## config.mk

```make
export PLATFORM = sky130hd
export DESIGN_NAME = veda_ram
export DESIGN_NICKNAME = d
export VERILOG_FILES = /design/src/rtl/veda_pkg.sv /design/src/rtl/veda_byte_merge.sv /design/src/rtl/veda_ram.sv
export SDC_FILE = /design/constraint.sdc
export NUM_CORES = 1
export LEC_CHECK = 0
export CAP_MARGIN = 20
export CELL_PAD_IN_SITES_DETAIL_PLACEMENT = 1
export CELL_PAD_IN_SITES_GLOBAL_PLACEMENT = 1
export CORE_UTILIZATION = 49
export DETAILED_ROUTE_END_ITERATION = 16
export PLACE_DENSITY_LB_ADDON = 0.1
export SLEW_MARGIN = 40
export SYNTH_ARGS = -nofsm -noshare
export SYNTH_HDL_FRONTEND = slang
export SYNTH_HIERARCHICAL = 1
export SYNTH_SLANG_ARGS = --single-unit
```

## constraint.sdc

```tcl
create_clock -name clk -period 3.3 [get_ports clk]
set_input_delay 0.66 -clock clk [delete_from_list [all_inputs] [get_ports clk]]
set_output_delay 0.66 -clock clk [all_outputs]
set_load 0.01 [all_outputs]
```

## src/rtl/veda_pkg.sv

```systemverilog
// Shared definitions for the veda_ram block: read-during-write mode encoding
// and the controller state type.
package veda_pkg;

    localparam logic MODE_WRITE_FIRST = 1'b0;
    localparam logic MODE_READ_FIRST  = 1'b1;

    typedef enum logic {
        ST_CLEAR = 1'b0,
        ST_IDLE  = 1'b1
    } state_e;

endpackage

```

## src/rtl/veda_byte_merge.sv

```systemverilog
// Per-byte write merge: each byte of the result comes from the new word when
// its enable bit is set, otherwise from the stored word.
module veda_byte_merge #(
    parameter int DATA_W = 32
) (
    input  logic [DATA_W-1:0]   old_i,
    input  logic [DATA_W-1:0]   new_i,
    input  logic [DATA_W/8-1:0] be_i,
    output logic [DATA_W-1:0]   merged_o
);

    // NOTE: combinational blocks assign a full default first so no latch is inferred.
    always_comb begin
        merged_o = old_i;
        for (int b = 0; b < DATA_W / 8; b++) begin
            if (be_i[b]) begin
                merged_o[8*b +: 8] = new_i[8*b +: 8];
            end
        end
    end

endmodule

```

## src/rtl/veda_ram.sv

```systemverilog
// Single-port byte-maskable RAM with a registered response, selectable
// read-during-write behaviour, range checking and a zeroing sweep after reset.
module veda_ram
    import veda_pkg::*;
#(
    parameter int DATA_W = 32,
    parameter int DEPTH  = 32,
    parameter int ADDR_W = 6
) (
    input  logic                clk,
    input  logic                reset,
    input  logic                mode,
    input  logic                req,
    input  logic                write_enable,
    input  logic [DATA_W/8-1:0] byte_en,
    input  logic [ADDR_W-1:0]   address,
    input  logic [DATA_W-1:0]   data_in,
    input  logic                clear_req,
    output logic                ready,
    output logic [DATA_W-1:0]   data_out,
    output logic                rd_valid,
    output logic                err
);

    localparam int                IDX_W     = (DEPTH > 1) ? $clog2(DEPTH) : 1;
    localparam logic [ADDR_W:0]   DEPTH_EXT = (ADDR_W + 1)'(DEPTH);
    localparam logic [IDX_W-1:0]  PTR_LAST  = IDX_W'(DEPTH - 1);

    logic [DATA_W-1:0] mem_q [DEPTH];
    state_e            state_q;
    logic [IDX_W-1:0]  ptr_q;
    logic [DATA_W-1:0] data_out_q;
    logic              rd_valid_q;
    logic              err_q;

    logic              accept;
    logic              in_range;
    logic [IDX_W-1:0]  idx;
    logic [DATA_W-1:0] old_word;
    logic [DATA_W-1:0] merged_word;
    logic [DATA_W-1:0] data_out_d;
    logic              wr_en;

    assign ready    = (state_q == ST_IDLE);
    assign accept   = req && ready;
    assign in_range = ({1'b0, address} < DEPTH_EXT);
    assign idx      = address[IDX_W-1:0];
    assign old_word = in_range ? mem_q[idx] : '0;
    assign wr_en    = accept && write_enable && in_range;

    veda_byte_merge #(
        .DATA_W (DATA_W)
    ) u_merge (
        .old_i    (old_word),
        .new_i    (data_in),
        .be_i     (byte_en),
        .merged_o (merged_word)
    );

    always_comb begin
        data_out_d = '0;
        if (in_range) begin
            data_out_d = (write_enable && mode == MODE_WRITE_FIRST) ? merged_word : old_word;
        end
    end

    // NOTE: the storage array has no reset; the post-reset sweep zeroes it instead.
    always_ff @(posedge clk) begin
        if (state_q == ST_CLEAR) begin
            mem_q[ptr_q] <= '0;
        end else if (wr_en) begin
            mem_q[idx] <= merged_word;
        end
    end

    // Controller and registered response; a request on the clear_req edge is
    // still served because acceptance only looks at the current state.
    always_ff @(posedge clk or posedge reset) begin
        if (reset) begin
            state_q    <= ST_CLEAR;
            ptr_q      <= '0;
            data_out_q <= '0;
            rd_valid_q <= 1'b0;
            err_q      <= 1'b0;
        end else begin
            rd_valid_q <= accept;
            err_q      <= accept && !in_range;
            if (accept) begin
                data_out_q <= data_out_d;
            end
            case (state_q)
                ST_CLEAR: begin
                    if (ptr_q == PTR_LAST) begin
                        state_q <= ST_IDLE;
                        ptr_q   <= '0;
                    end else begin
                        ptr_q <= ptr_q + IDX_W'(1);
                    end
                end
                ST_IDLE: begin
                    if (clear_req) begin
                        state_q <= ST_CLEAR;
                        ptr_q   <= '0;
                    end
                end
                default: state_q <= ST_CLEAR;
            endcase
        end
    end

    assign data_out = data_out_q;
    assign rd_valid = rd_valid_q;
    assign err      = err_q;

endmodule

```

Word-level counts from Yosys, hierarchy flattened
Memories as Yosys holds them, arrays and structs flattened.
Index checks and enable logic that the tools add are counted.
Widths: inputs -> output; s select.

storage, ports and cells
  bits in registers = 40
  bits in latches = 0
  bits in writable memories = 1024
  bits in read-only memories = 0
  bits of input ports = 48
  output and inout bits = 35
  word-level logic and storage cells = 39
  memories = 1

cells by class
  $add $sub $neg = 1
  $mul = 0
  divide/modulo/power cells = 0
  magnitude comparators = 1
  eq/ne operators = 2
  shifts and indexed selects = 0
  mux-type cells = 20
  bitwise operators = 2
  reduce and logical (&&, ||, !) cells = 7

memory list
  memory  words  bits a word  rd ports  clocked after memory_dff  wr ports  RTL line        source
  mem_q   32     32           1         0                         1         veda_ram.sv:29  logic [DATA_W-1:0] mem_q [DEPTH];

operators by type and width
  operator             count
  $mux 32              4
  $mux 8               4
  $reduce_or 32->1     1
  $mux 5               3
  $pmux 5 s2           1
  $mux 1               7
  $lt 6x6->1 const B   1
  $add 5x1->5 const B  1
  $eq 5x5->1 const B   1
  $logic_and 1x1->1    5
  $ne 2x2->1 const B   1
  $not 1->1            2
  $pmux 1 s2           1
  $logic_not 1->1      1

Logic depth before layout (Yosys ltp)
  depth in word-level cells = 8
  gate-level depth with buffers = 11
  mapped depth without buffers = 7

By module
The synthesis kept the hierarchy.

modules (own cells, without submodules)
  module           instances  cells an instance  area an instance (sq um)  sequential area each (sq um)
  veda_ram         1          2273               42117.9                   31750.5
  veda_byte_merge  1          36                 525.5                     0.0

Least setup slack after synthesis
No wires, ideal clock.

  kind = in2reg
  start point = in address[2]
  end point = mem mem_q[20][0] (enable)
  library setup time = 0.421 ns
  data arrival time = 3.079 ns
  data required time = 2.879 ns
  slack = -0.200 ns
  cell stages on the path = 7
  path buffers = 3
  cells stage by stage = buf_2 > buf_2 > buf_2 > nand2_1 > nand2_1 > nand2_1 > nor2_1

on the way
  cells in the longest elaborated chain, start to end = 7
  elaborated cells on any way between the ends = 8
  classes of those cells = order compare: 1; mux: 5; reduce/logical: 2

ends and longest elaborated chain
  element                                     RTL line        source
  start: declaration                          veda_ram.sv:16  input logic [ADDR_W-1:0] address,
  $lt 6x6->1                                  veda_ram.sv:46  assign in_range = ({1'b0, address} < DEPTH_EXT);
  $logic_and 1x1->1                           veda_ram.sv:49  assign wr_en = accept && write_enable && in_range;
  $mux 1                                      veda_ram.sv:71  end else if (wr_en) begin
  $mux 1                                      veda_ram.sv:69  if (state_q == ST_CLEAR) begin
  $mux 1 (not written as such)                veda_ram.sv:72  mem_q[idx] <= merged_word;
  $reduce_or 32->1 (no line)                  -
  $mux 5 (no line) or $mux 1 (tied branches)  -
  end: declaration                            veda_ram.sv:29

Several ways; a longest one is shown, not always the timed one.

Final worst setup path
  start point = in address[4]
  end point = mem mem_q[11][29], data pin

on the way
  elaborated cells on any way between the ends = 10
  classes of those cells = order compare: 1; mux: 6; reduce/logical: 2; memory: 1

RTL lines
  element                                      RTL line               source
  $mem_v2 32x32 or $lt 6x6->1 (tied branches)  -
  $mux 32 (*)                                  veda_ram.sv:48         assign old_word = in_range ? mem_q[idx] : '0;
  net old_word[29]                             veda_ram.sv:39         logic [DATA_W-1:0] old_word;
  $mux 8 (*)                                   veda_byte_merge.sv:16  if (be_i[b]) begin
  net merged_word[29]                          veda_ram.sv:40         logic [DATA_W-1:0] merged_word;
  $mux 32 (no line) (*)                        -

The timed path passes the listed nets; every way through them passes the cells marked *.

==> summary.txt <==
Run status
  – Status: completed

Critical path
  – Crit path cell chain: clkdlybuf4s50_1, buf_4, nor2b_2, buf_12, o21ai_1, o2111a_1, mux2_4, and2_1, buf_12
  – WP buf/inv: 4
  – Slowest CP cell: clkdlybuf4s50_1
  – Critical-path maximum fanout: 24
  – CP top delay family: buffers and inverters
  – Critical Path RT: between 3 and 4 ns
  – Largest stage delay, worst path: around 0.46 ns
  – CP Class: in2reg
  – Most used cell along the critical path: buf_12
  – Crit end category: register
  – Worst path arrival time: between 3 and 4 ns
  – Startpoint types: input pin

Logic synthesis
  – #FFs+latches synth: 1064
  – Post-synthesis sequential area ratio: 0.745
  – Prevailing post-synth register cell: edfxtp_1
  – EDFF count, synth: just over 1000
  – Synth warn: 6
  – Synthesized area: roughly 43000 µm²
  – Mean Syn Cell Area: between 15 and 20 µm²
  – Dominant cells by area after synthesis: edfxtp_1, mux2i_1, mux2_2
  – Synthesized instance count: roughly 2300
  – Netlist cell types: 47
  – Asr flop ratio synth: 0.0376
  – Top cell type's share of synthesized area: 0.721
  – Yosys top cell by area: edfxtp_1
  – Post-Syn Nets: around 2400

STA
  – Crit path time final: 2.68 ns
  – Setup violators final: 0
  – Max Fclk: approximately 370 MHz
  – Hold WS: ~0.45 ns
  – Slew margin rel.: 0.449
  – Clk_skew: about 0.034 ns
  – Final worst-path cycle share: 0.812
  – Worst-Margin Slew: approximately 0.83 ns
  – RSZ-0062 raised after global routing: false
  – Slew Viols, Final: 0
  – Fin. Hold Viols: 0

Clock tree
  – CTS tree: yes
  – Post-CTS Resized: 0
  – # hold bufs at CTS: 0
  – Maximum buffer depth of the clock tree: 3
  – Clk sink count: roughly 1100
  – Clock slew at reported path FFs: approximately 0.07 ns
  – Clock Tree Root: clkbuf_16
  – Post-CTS repair timing setup buffer count: 0
  – H-tree levels: 3
  – CTS buffer count: 107
  – Worst skew pair latency: 0.69 ns

Floorplanning
  – Die Ht: between 200 and 300 µm
  – Ports: 83
  – Die width: around 300 µm
  – Core area: about 86000 µm²
  – Die area: slightly below 90000 µm²
  – Initial core utilization: 0.498
  – Rows: about 110

Detailed routing
  – Post-route DRC: 0
  – Avg WL per Cell: 34.1 µm
  – Met3 Routed Length: between 8000 and 9000 µm
  – Vias: ~24000
  – DRT antenna net count: 0
  – WL met1: 52700 µm
  – Via density: ~6.3
  – Initial DRC Count: around 2100
  – Top layer reached by signal wires: met4
  – WL met2: 64900 µm
  – Pre-antenna DRT Iters: 5
  – Routed WL: 130000 µm

Job
  – Max-cap violations: 0

Cells and area
  – Share of cells above drive strength 1: 0.255
  – Final Cell Area: around 50000 µm²
  – Layout Nets: around 2600
  – Area Overhead vs Synth: 19.5%
  – Ant diodes: 0

Place
  – Port Buf Inserts: 82
  – HPWL after DPL: approximately 80000 µm
  – Placement Cell Area: ~47000 µm²
  – Placer congestion estimate: between 0.7 and 0.8

Global route
  – Largest net degree at the start of global routing: 39
  – GRT Util Overall: 0.297
  – Vias in the first global route: ~25000
  – Antenna violations before repair: 1
  – GR Overflow Total: 0
  – Global-route wire length before repair: about 190000 µm

Power and ir drop
  – Pwr Total: ~34 mW
  – Pwr dens: about 660 nW/µm²
  – VDD IR-drop max: 0.530 mV
  – Leak: about 18 nW

Hold path
  – HP Class: in2async
power by group:
part | switching (mW) | total [mW] | internal [mW]
clock | 5.25 | 12.0 | 6.80
sequential | 0.528 | 16.6 | 16.1
combinational | 3.21 | 5.20 | 1.99
through the flow:
stage | TNS (ns) | worst slack, ns | std cells | utilization
final | 0 | 0.622 | 3816 | 0.595
after global routing | 0 | 0.595 | 3816 | 0.595
after CTS | 0 | 0.651 | 3816 | 0.595
after detailed placement | -1.02 | -0.0440 | 3614 | 0.554
after global placement | -7.42 | -0.183 | 3614 | 0.554
after floorplan | -118.03 | -0.200 | 2309 | -
path summary, 6_finish.rpt:
kind | startpoint | slack, ns | depth (start not counted) | end
min | reset | 0.45 | 2 | data_out[11]$_DFFE_PP0N_
max | address[4] | 0.62 | 9 | mem_q[11][29]$_DFFE_PP_
min in group clk | data_out[5]$_DFFE_PP0N_ | 0.61 | 2 | data_out[5]$_DFFE_PP0N_
min reg2reg | data_out[5]$_DFFE_PP0N_ | 0.61 | 2 | data_out[5]$_DFFE_PP0N_
max in group asynchronous | reset | 2.09 | 3 | ptr_q[2]$_DFFE_PP0P_
max reg2reg | mem_q[21][30]$_DFFE_PP_ | 0.82 | 8 | mem_q[16][30]$_DFFE_PP_
per-layer routing:
layer	up-vias	GRT usage
met3	231	0.0450
li1	9884	-
met5	-	0
met1	12969	0.394
met4	0	0.0927
met2	965	0.504
cell families (layout without fill, tap and decap cells):
logic type / count (synthesis) / in the layout / synth area share
flip-flops: 1064 / 1064 / 0.745
AO/OA/AOI/OAI: 371 / 371 / 0.0646
buffers and inverters: 152 / 515 / 0.0194
adder cells (fa/ha/maj): 2 / 2 / 0.000587
XOR/XNOR: 2 / 2 / 0.000411
multiplexers: 512 / 512 / 0.149
AND/OR/NAND/NOR: 206 / 206 / 0.0219
synthesized netlist by cell type (all sizes together) (2+ instances only):
library cell / instances
o2111a: 25
nand2: 80
ha: 2
dfrtp: 40
a2111oi: 7
o22ai: 101
o21ai: 54
mux2: 233
a21oi: 22
a31oi: 7
or3: 2
a22o: 32
a41o: 25
nor2: 64
and2: 34
clkinv: 2
inv: 5
buf: 77
mux4: 64
or2: 2
nor2b: 4
nand2b: 9
edfxtp: 1024
clkbuf: 68
nor3: 3
mux2i: 215
nand3: 3
a31o: 32
a22oi: 61
nand3b: 2
layout make-up:
cell class / instances / area [µm²]
Clock buffer: 137 / 2860
Clock inverter: 65 / 617
Fill cell: 7434 / 34700
Inverter: 7 / 26.3
Multi-Input combinational cell: 1093 / 10400
Sequential cell: 1064 / 31800
Tap cell: 1144 / 1430
Timing Repair Buffer: 306 / 3930
cell usage in the layout, fill, tap and decap left out, types with 8 or more instances in the layout:
cell type        synthesis  routed
a21oi_1                 22      22
a22o_1                  32      32
a22oi_1                 61      61
a31o_1                  32      32
a41o_1                  25      25
and2_1                  34      32
buf_12                   0     114
buf_4                   11     113
bufinv_16                0       8
clkbuf_1                68      26
clkbuf_16                0     110
clkdlybuf4s50_1          0      78
clkinv_1                 2      22
clkinv_2                 0      24
dfrtp_1                 40      40
edfxtp_1              1024    1024
mux2_1                  55      55
mux2_2                 146     146
mux2_4                  32      32
mux2i_1                215     215
mux4_2                  64      64
nand2_1                 80      78
nor2_1                  63      29
nor2_4                   0      34
o2111a_1                25      25
o21ai_0                 20      20
o21ai_1                 34      34
o22ai_1                101     101
sequential cells by signal, indices dropped and copies added, names as in the netlist:
name and flops:
data_out 32, err 1, mem_q 1024, ptr_q 5
rd_valid 1, ready 1
Power figures use the tool's default switching activity.
